<file path="src/rtl/debug_mem_reader.sv">
// debug_mem_reader: walks data-memory word addresses 0..num_words-1 through
// the memory debug read port and streams every word MSB-byte-first to the
// UART transmitter using a one-byte start/done handshake. A done pulse tells
// the debug unit FSM that the dump is complete.
//
// Optional build macro DEBUG_DUMP_CHECKSUM_EN: when defined, an 8-bit XOR of
// all transmitted data bytes is appended as one extra byte after the last
// word, and done follows that byte instead of the last data byte.
module debug_mem_reader #(
    parameter int len_data  = 32,
    parameter int len_addr  = 6,
    parameter int num_words = 64
) (
    input  logic                clk,
    input  logic                reset,
    input  logic                start,
    input  logic [len_data-1:0] in_data_debug,
    input  logic                tx_done,
    output logic [len_addr-1:0] out_addr_debug,
    output logic                tx_start,
    output logic [7:0]          tx_data,
    output logic                busy,
    output logic                done
);

    localparam int BytesPerWord = len_data / 8;
    localparam int IdxW         = (BytesPerWord > 1) ? $clog2(BytesPerWord) : 1;
    localparam logic [IdxW-1:0]     LastIdx  = IdxW'(BytesPerWord - 1);
    localparam logic [len_addr-1:0] LastAddr = len_addr'(num_words - 1);

    typedef enum logic [2:0] {
        S_IDLE,
        S_ADDR,
        S_LATCH,
        S_SEND,
        S_WAIT,
        S_NEXT
`ifdef DEBUG_DUMP_CHECKSUM_EN
        ,
        S_CSUM,
        S_CSUM_WAIT
`endif
    } state_t;

    state_t              state_q, state_d;
    logic [len_addr-1:0] addr_q, addr_d;
    logic [len_data-1:0] word_q, word_d;
    logic [IdxW-1:0]     idx_q, idx_d;
    logic [len_data-1:0] wordShifted;
    logic [7:0]          curByte;

    // Shifting the latched word left by whole bytes brings the byte at the
    // current index into the top byte lane, so index 0 is the MSB byte.
    assign wordShifted    = word_q << {idx_q, 3'b000};
    assign curByte        = wordShifted[len_data-1 -: 8];
    assign out_addr_debug = addr_q;

`ifdef DEBUG_DUMP_CHECKSUM_EN
    logic [7:0] csum_q, csum_d;

    // Running XOR of transmitted data bytes; cleared by reset.
    always_ff @(posedge clk or negedge reset) begin
        if (!reset) begin
            csum_q <= 8'h00;
        end else begin
            csum_q <= csum_d;
        end
    end
`endif

    // State, address, word latch and byte index registers.
    always_ff @(posedge clk or negedge reset) begin
        if (!reset) begin
            state_q <= S_IDLE;
            addr_q  <= '0;
            word_q  <= '0;
            idx_q   <= '0;
        end else begin
            state_q <= state_d;
            addr_q  <= addr_d;
            word_q  <= word_d;
            idx_q   <= idx_d;
        end
    end

    // Next-state and output decode for the dump sequence.
    always_comb begin
        state_d  = state_q;
        addr_d   = addr_q;
        word_d   = word_q;
        idx_d    = idx_q;
        tx_start = 1'b0;
        tx_data  = 8'h00;
        done     = 1'b0;
        busy     = (state_q != S_IDLE);
`ifdef DEBUG_DUMP_CHECKSUM_EN
        csum_d   = csum_q;
`endif
        case (state_q)
            S_IDLE: begin
                if (start) begin
                    addr_d  = '0;
                    state_d = S_ADDR;
`ifdef DEBUG_DUMP_CHECKSUM_EN
                    csum_d  = 8'h00;
`endif
                end
            end
            S_ADDR: begin
                state_d = S_LATCH;
            end
            S_LATCH: begin
                word_d  = in_data_debug;
                idx_d   = '0;
                state_d = S_SEND;
            end
            S_SEND: begin
                tx_data  = curByte;
                tx_start = 1'b1;
                state_d  = S_WAIT;
`ifdef DEBUG_DUMP_CHECKSUM_EN
                csum_d   = csum_q ^ curByte;
`endif
            end
            S_WAIT: begin
                tx_data = curByte;
                if (tx_done) begin
                    if (idx_q == LastIdx) begin
                        state_d = S_NEXT;
                    end else begin
                        idx_d   = idx_q + 1'b1;
                        state_d = S_SEND;
                    end
                end
            end
            S_NEXT: begin
                if (addr_q == LastAddr) begin
`ifdef DEBUG_DUMP_CHECKSUM_EN
                    state_d = S_CSUM;
`else
                    done    = 1'b1;
                    addr_d  = '0;
                    state_d = S_IDLE;
`endif
                end else begin
                    addr_d  = addr_q + 1'b1;
                    state_d = S_ADDR;
                end
            end
`ifdef DEBUG_DUMP_CHECKSUM_EN
            S_CSUM: begin
                tx_data  = csum_q;
                tx_start = 1'b1;
                state_d  = S_CSUM_WAIT;
            end
            S_CSUM_WAIT: begin
                tx_data = csum_q;
                if (tx_done) begin
                    done    = 1'b1;
                    addr_d  = '0;
                    state_d = S_IDLE;
                end
            end
`endif
            default: begin
                state_d = S_IDLE;
            end
        endcase
    end

endmodule
</file>
<file path="config.mk">
export PLATFORM = sky130hd
export DESIGN_NAME = debug_mem_reader
export DESIGN_NICKNAME = d
export VERILOG_FILES = /design/src/rtl/debug_mem_reader.sv
export SDC_FILE = /design/constraint.sdc
export NUM_CORES = 1
export LEC_CHECK = 0
export ABC_AREA = 1
export BUFFER_PORTS_ARGS = -buffer_cell sky130_fd_sc_hd__buf_4
export CAP_MARGIN = 10
export CORE_MARGIN = 2
export CORE_UTILIZATION = 45
export CTS_CLUSTER_DIAMETER = 120
export CTS_CLUSTER_SIZE = 12
export DETAILED_ROUTE_END_ITERATION = 16
export PLACE_DENSITY = 0.69
export SETUP_SLACK_MARGIN = 0.1
export SLEW_MARGIN = 20
export SYNTH_ARGS = -nofsm -noshare
export SYNTH_HDL_FRONTEND = slang
export SYNTH_SLANG_ARGS = --single-unit
</file>
<file path="constraint.sdc">
create_clock -name clk -period 1.3 [get_ports clk]
set_input_delay 0.065 -clock clk [delete_from_list [all_inputs] [get_ports clk]]
set_output_delay 0.065 -clock clk [all_outputs]
set_load 0.02 [all_outputs]
</file>
* Word-level counts from Yosys, hierarchy flattened
Cells that the tools add are included.
** Storage, ports and cells
- Flip-flop bits (word level) :: 43
- Input port bits :: 36
- Output and inout bits :: 17
- Word-level logic and storage cells :: 40
** Operators by class
- $add $sub $neg :: 2
- Equal/unequal tests :: 10
- Shifts and indexed selects :: 1
- Muxes and demuxes :: 15
- Reductions and logical operators :: 8
** Operator list (number)
- << shifter 32 x 5 -> 32 bit :: 1
- case mux 3 bit (6 select lines) :: 1
- two-way mux 6 bit :: 2
- case mux 6 bit (2 select lines) :: 1
- two-way mux 3 bit :: 3
- two-way mux 8 bit :: 1
- adder 6 x 1 -> 6 bit, second input constant :: 1
- equality test 3 x 2 -> 1 bit, second input constant :: 2
- equality test 3 bit, second input constant :: 2
- equality test 6 bit, second input constant :: 1
- != test 2 bit, second input constant :: 3
- two-way mux 1 bit :: 4
- two-way mux 2 bit :: 2
- case mux 2 bit (2 select lines) :: 1
- AND reduction 2 bit :: 2
- nonzero test 2 bit :: 2
- equality test 3 x 1 -> 1 bit, second input constant :: 1
- logical NOT 3 bit :: 1
- AND reduction 3 bit :: 1
- nonzero test 3 bit :: 1
- adder 2 x 1 -> 2 bit, second input constant :: 1
- equality test 2 bit, second input constant :: 1
- OR reduction 2 bit :: 1

* Depth between registers and ports, before layout
- Depth in word-level cells :: 4
- Mapped depth :: 6
- Mapped depth without buffers :: 6

* Least setup slack after synthesis
Ideal clock, no wire load.
- Path type :: flip-flop to output port
- Start point :: register addr_q[0] (netlist: out_addr_debug[0])
- End point :: output port done
- Data arrival time :: 1396 ps
- Slack :: -161 ps
- Cell stages (with the launch flop) :: 4
- Path through :: dfrtp_1 ha_1 nand3_1 nor3_1
** Between the ends
- Cells in the longest elaborated chain, start to end :: 3
** RTL lines
- start, declared :: line 46 : logic [len_addr-1:0] addr_q, addr_d;
- start signal, assigned :: line 80 : addr_q <= addr_d;
- equality test 6 bit :: line 137 : if (addr_q == LastAddr) begin
- two-way mux 1 bit :: line 137
- two-way mux 1 bit :: line 99 : case (state_q)
- end, declared :: line 23 : output logic done
Every way passes these cells.

* Worst setup path after layout
- Start point :: register state_q[0]
- End point :: output port tx_data[1]
** Between the ends
- Cells in the longest elaborated chain, start to end :: 3
** RTL lines
- start, declared :: line 45 : state_t state_q, state_d;
- start signal, assigned :: line 79 : state_q <= state_d;
- equality test 3 bit or equality test 3 x 2 -> 1 bit (tied branches) :: line 99
- OR reduction 2 bit (no source line) *
- two-way mux 8 bit * :: line 99
- end, declared :: line 21 : output logic [7:0] tx_data,
Every way passes the cells marked *; elsewhere a longest branch is shown, timed or not.

==> metrics.md <==
| Metric | Value |
|---|---|
| Clock root cell | `clkbuf_8` |
| Worst-Margin Slew | `0.548 ns` |
| Critical Path RT | `1.24 ns` |
| Unrepaired setup endpoints after global routing | `true` |
| M1 WL | `2370 um` |
| Max clock buf depth | `2` |
| Crit share post-route | `1.21` |
| DIE AREA | `5370 um2` |
| Total Wirelength | `5380 um` |
| Status | `complete, but fails checks` |
| Met3 wire length | `251 um` |
| Yosys top cell area share | `0.498` |
| Worst-path cell chain | `nor2_2, nand2_1, inv_2, nor2_4, buf_12, a21oi_4, buf_6` |
| LEAKAGE | `1.54 nW` |
| Die Ht | `73.3 um` |
| Crit start category | `flop` |
| Part of the Yosys area used for sequential elements | `0.498` |
| Slew Viols, Final | `0` |
| Setup crit end kind | `primary output` |
| DP Area | `2770 um2` |
| HPWL after detailed placement | `3740 um` |
| Slew margin rel. | `0.635` |
| Clock Pin Slew Worst Setup and Hold Paths | `0.08 ns` |
| Synth top area cells | `dfrtp_1, o21ai_0, nand2_1, inv_1, nor2_1` |
| Drt wl/cell | `13.3 um` |
| Maxcap violations | `0` |
| Clock Latency Late Sink | `0.29 ns` |
| CP max-delay cell | `dfrtp_1` |
| Routed vias/inst | `5.07` |
| Std cell rows | `25` |
| Design Area, Final | `3070 um2` |
| Buf/Inv on CP | `3` |
| Drt pass-1 iters | `4` |
| ANT nets after route | `0` |
| CP top delay family | `flip-flops` |
| Die width | `73.3 um` |
| Fraction of layout cells with a size suffix above 1 | `0.340` |
| Final setup margin | `-0.269 ns` |
| Netlist cell types | `22` |
| Mapped cell area | `2160 um2` |
| Crit Path Max Fanout | `7` |
| Total Power | `6.74 mW` |
| Synth Area per Inst | `7.71 um2` |
| Synth Warn # | `0` |
| Setup violations, final | `12` |
| Peak VDD IR | `1.43 mV` |
| Filler Cells Inserted | `412` |
| Failing checks | `setup timing` |
| Number of buffers added on ports | `52` |
| GR Overflow Total | `0` |
| Area delta synth->final | `41.9%` |
| Via count | `2048` |
| Pin count of the biggest net entering global routing | `46` |
| Core ar. | `4660 um2` |
| Worst hold-check path type | `primary input to flop` |
| # DRC | `0` |
| CP peak stage delay | `0.42 ns` |
| Io pins | `53` |
| Critical path type | `flop to primary output` |
| Inst Count DP | `387` |
| Post-layout nets | `388` |
| Fin cells | `404` |
| Placer Congestion | `0.870` |
| Tmin final | `1.57 ns` |
| Met2 WL post-DR | `2630 um` |
| GR Util All Layers | `0.212` |
| FF+latch count, synth | `43` |
| CTS H-Tree Depth | `2` |
| Max layer used | `met4` |
| Power Density | `2200 nW/um2` |
| CTS sink count | `43` |
| Maximum operating frequency | `637 MHz` |
| Antenna diode count | `0` |
| Vias in the first global route | `1895` |
| CTS Buf Count | `5` |
| Post-Syn Nets | `318` |
| Synth area leader | `dfrtp_1` |
| Starting density of the core | `0.463` |
| Worst Skew | `0.0111 ns` |
| Initial antenna violation count | `0` |
| TritonCTS clock tree | `yes` |
| Final Hold Viols | `0` |
| Global-route wire length before repair | `8710 um` |
| CP arrival | `1.50 ns` |
| Post-Syn Instances | `280` |
| Number of DRC markers in iteration 0 | `87` |
[metal layers]
| layer | vias to the layer above | track usage |
|---|---|---|
| met4 | 0 | 0.0638 |
| met3 | 15 | 0.0521 |
| met2 | 61 | 0.346 |
| li1 | 1017 | - |
| met1 | 955 | 0.280 |
| met5 | - | 0 |
[cells in the mapped netlist]
cell type / instances
nand2_1: 56
o21ai_0: 45
dfrtp_1: 43
inv_1: 41
nor2_1: 40
nand3_1: 13
a21oi_1: 9
o21ai_1: 7
buf_6: 4
buf_2: 3
buf_4: 2
clkbuf_1: 2
ha_1: 2
inv_2: 2
nand3_2: 2
nor2_2: 2
nor3_1: 2
nand3b_1: 1
nand4_1: 1
nor3_2: 1
xnor2_1: 1
xor2_1: 1
[cell usage in the layout (no fill, tap or decap), drive strengths merged]
cell type    count
a21oi            9
buf             73
nand4            1
clkbuf           7
nand3b           1
nand2           56
xor2             1
xnor2            1
clkinvlp         1
ha               2
inv             42
dlygate4sd3      1
dfrtp           43
nor3             3
nand3           15
nor2            42
o21ai           52
[where the power goes]
part	switching (mW)	internal, mW	total, mW	leakage, nW
combinational	1.99	1.54	3.53	0.971
clock	0.420	0.370	0.790	0.0383
sequential	0.465	1.95	2.42	0.534
total	2.88	3.86	6.74	1.54
[path summary, 6_finish.rpt]
| path | start | to | slack, ns | cells past startpoint |
|---|---|---|---|---|
| setup reg to reg | idx_q[1] | idx_q[1] | -0.05 | 6 |
| max in group asynchronous | reset | state_q[2] | 0.58 | 2 |
| setup / recovery | state_q[0] | tx_data[1] | -0.27 | 7 |
| min in group asynchronous | reset | word_q[11] | 0.31 | 2 |
| hold reg to reg | word_q[29] | word_q[29] | 0.50 | 2 |
| hold / removal | in_data_debug[19] | word_q[19] | 0.02 | 3 |
[tightest hold or removal path, cell delays in order]
cell and delay [ns]:
buf_4 0.11, inv_1 0.04, o21ai_1 0.06
[repair_timing]
action / in CTS / in global routing
resized for setup: 24 / 32
pin swaps: 5 / 4
endpoints found under the hold margin: 43 / 0
setup endpoints to repair: 21 / 53
buffers inserted: 7 / 5
hold buffers: 1 / 0
[area by class of cell]
class,count,area (um2),area share
clock buffers,7,76.3,0.0249
inverters,43,170,0.0555
multi-input cells,183,1030,0.337
flip-flops and latches,43,1080,0.353
well taps,54,67.6,0.0220
repair buffers,74,636,0.207
[cell families (layout without fill, tap and decap cells)]
logic type | after synthesis | in the layout | share of synthesized area
and+or+nand+nor | 118 | 118 | 0.228
AOI/OAI and AO/OA | 61 | 61 | 0.141
buffers and inverters | 54 | 124 | 0.113
DFF | 43 | 43 | 0.498
adders and majority gates | 2 | 2 | 0.0116
xor gates and xnor gates | 2 | 2 | 0.00811
[state kept, by name (all words and copies together) (netlist names)]
signal          flops
idx_q               2
out_addr_debug      6
state_q             3
word_q             32
[metrics by stage]
stage / utilization / hold slack (ns) / TNS, ns / setup WS, ns
final: 0.658 / 0.0230 / -2.25 / -0.269
after global routing: 0.658 / 0.0179 / -4.11 / -0.330
after CTS: 0.637 / 0.0210 / -2.11 / -0.259
after detailed placement: 0.593 / 0.0875 / -0.237 / -0.0449
after global placement: 0.593 / 0.0899 / -0.0212 / -0.00805
after floorplan: - / -0.231 / 0 / 0.0568
(Power assumes the default switching activity.)
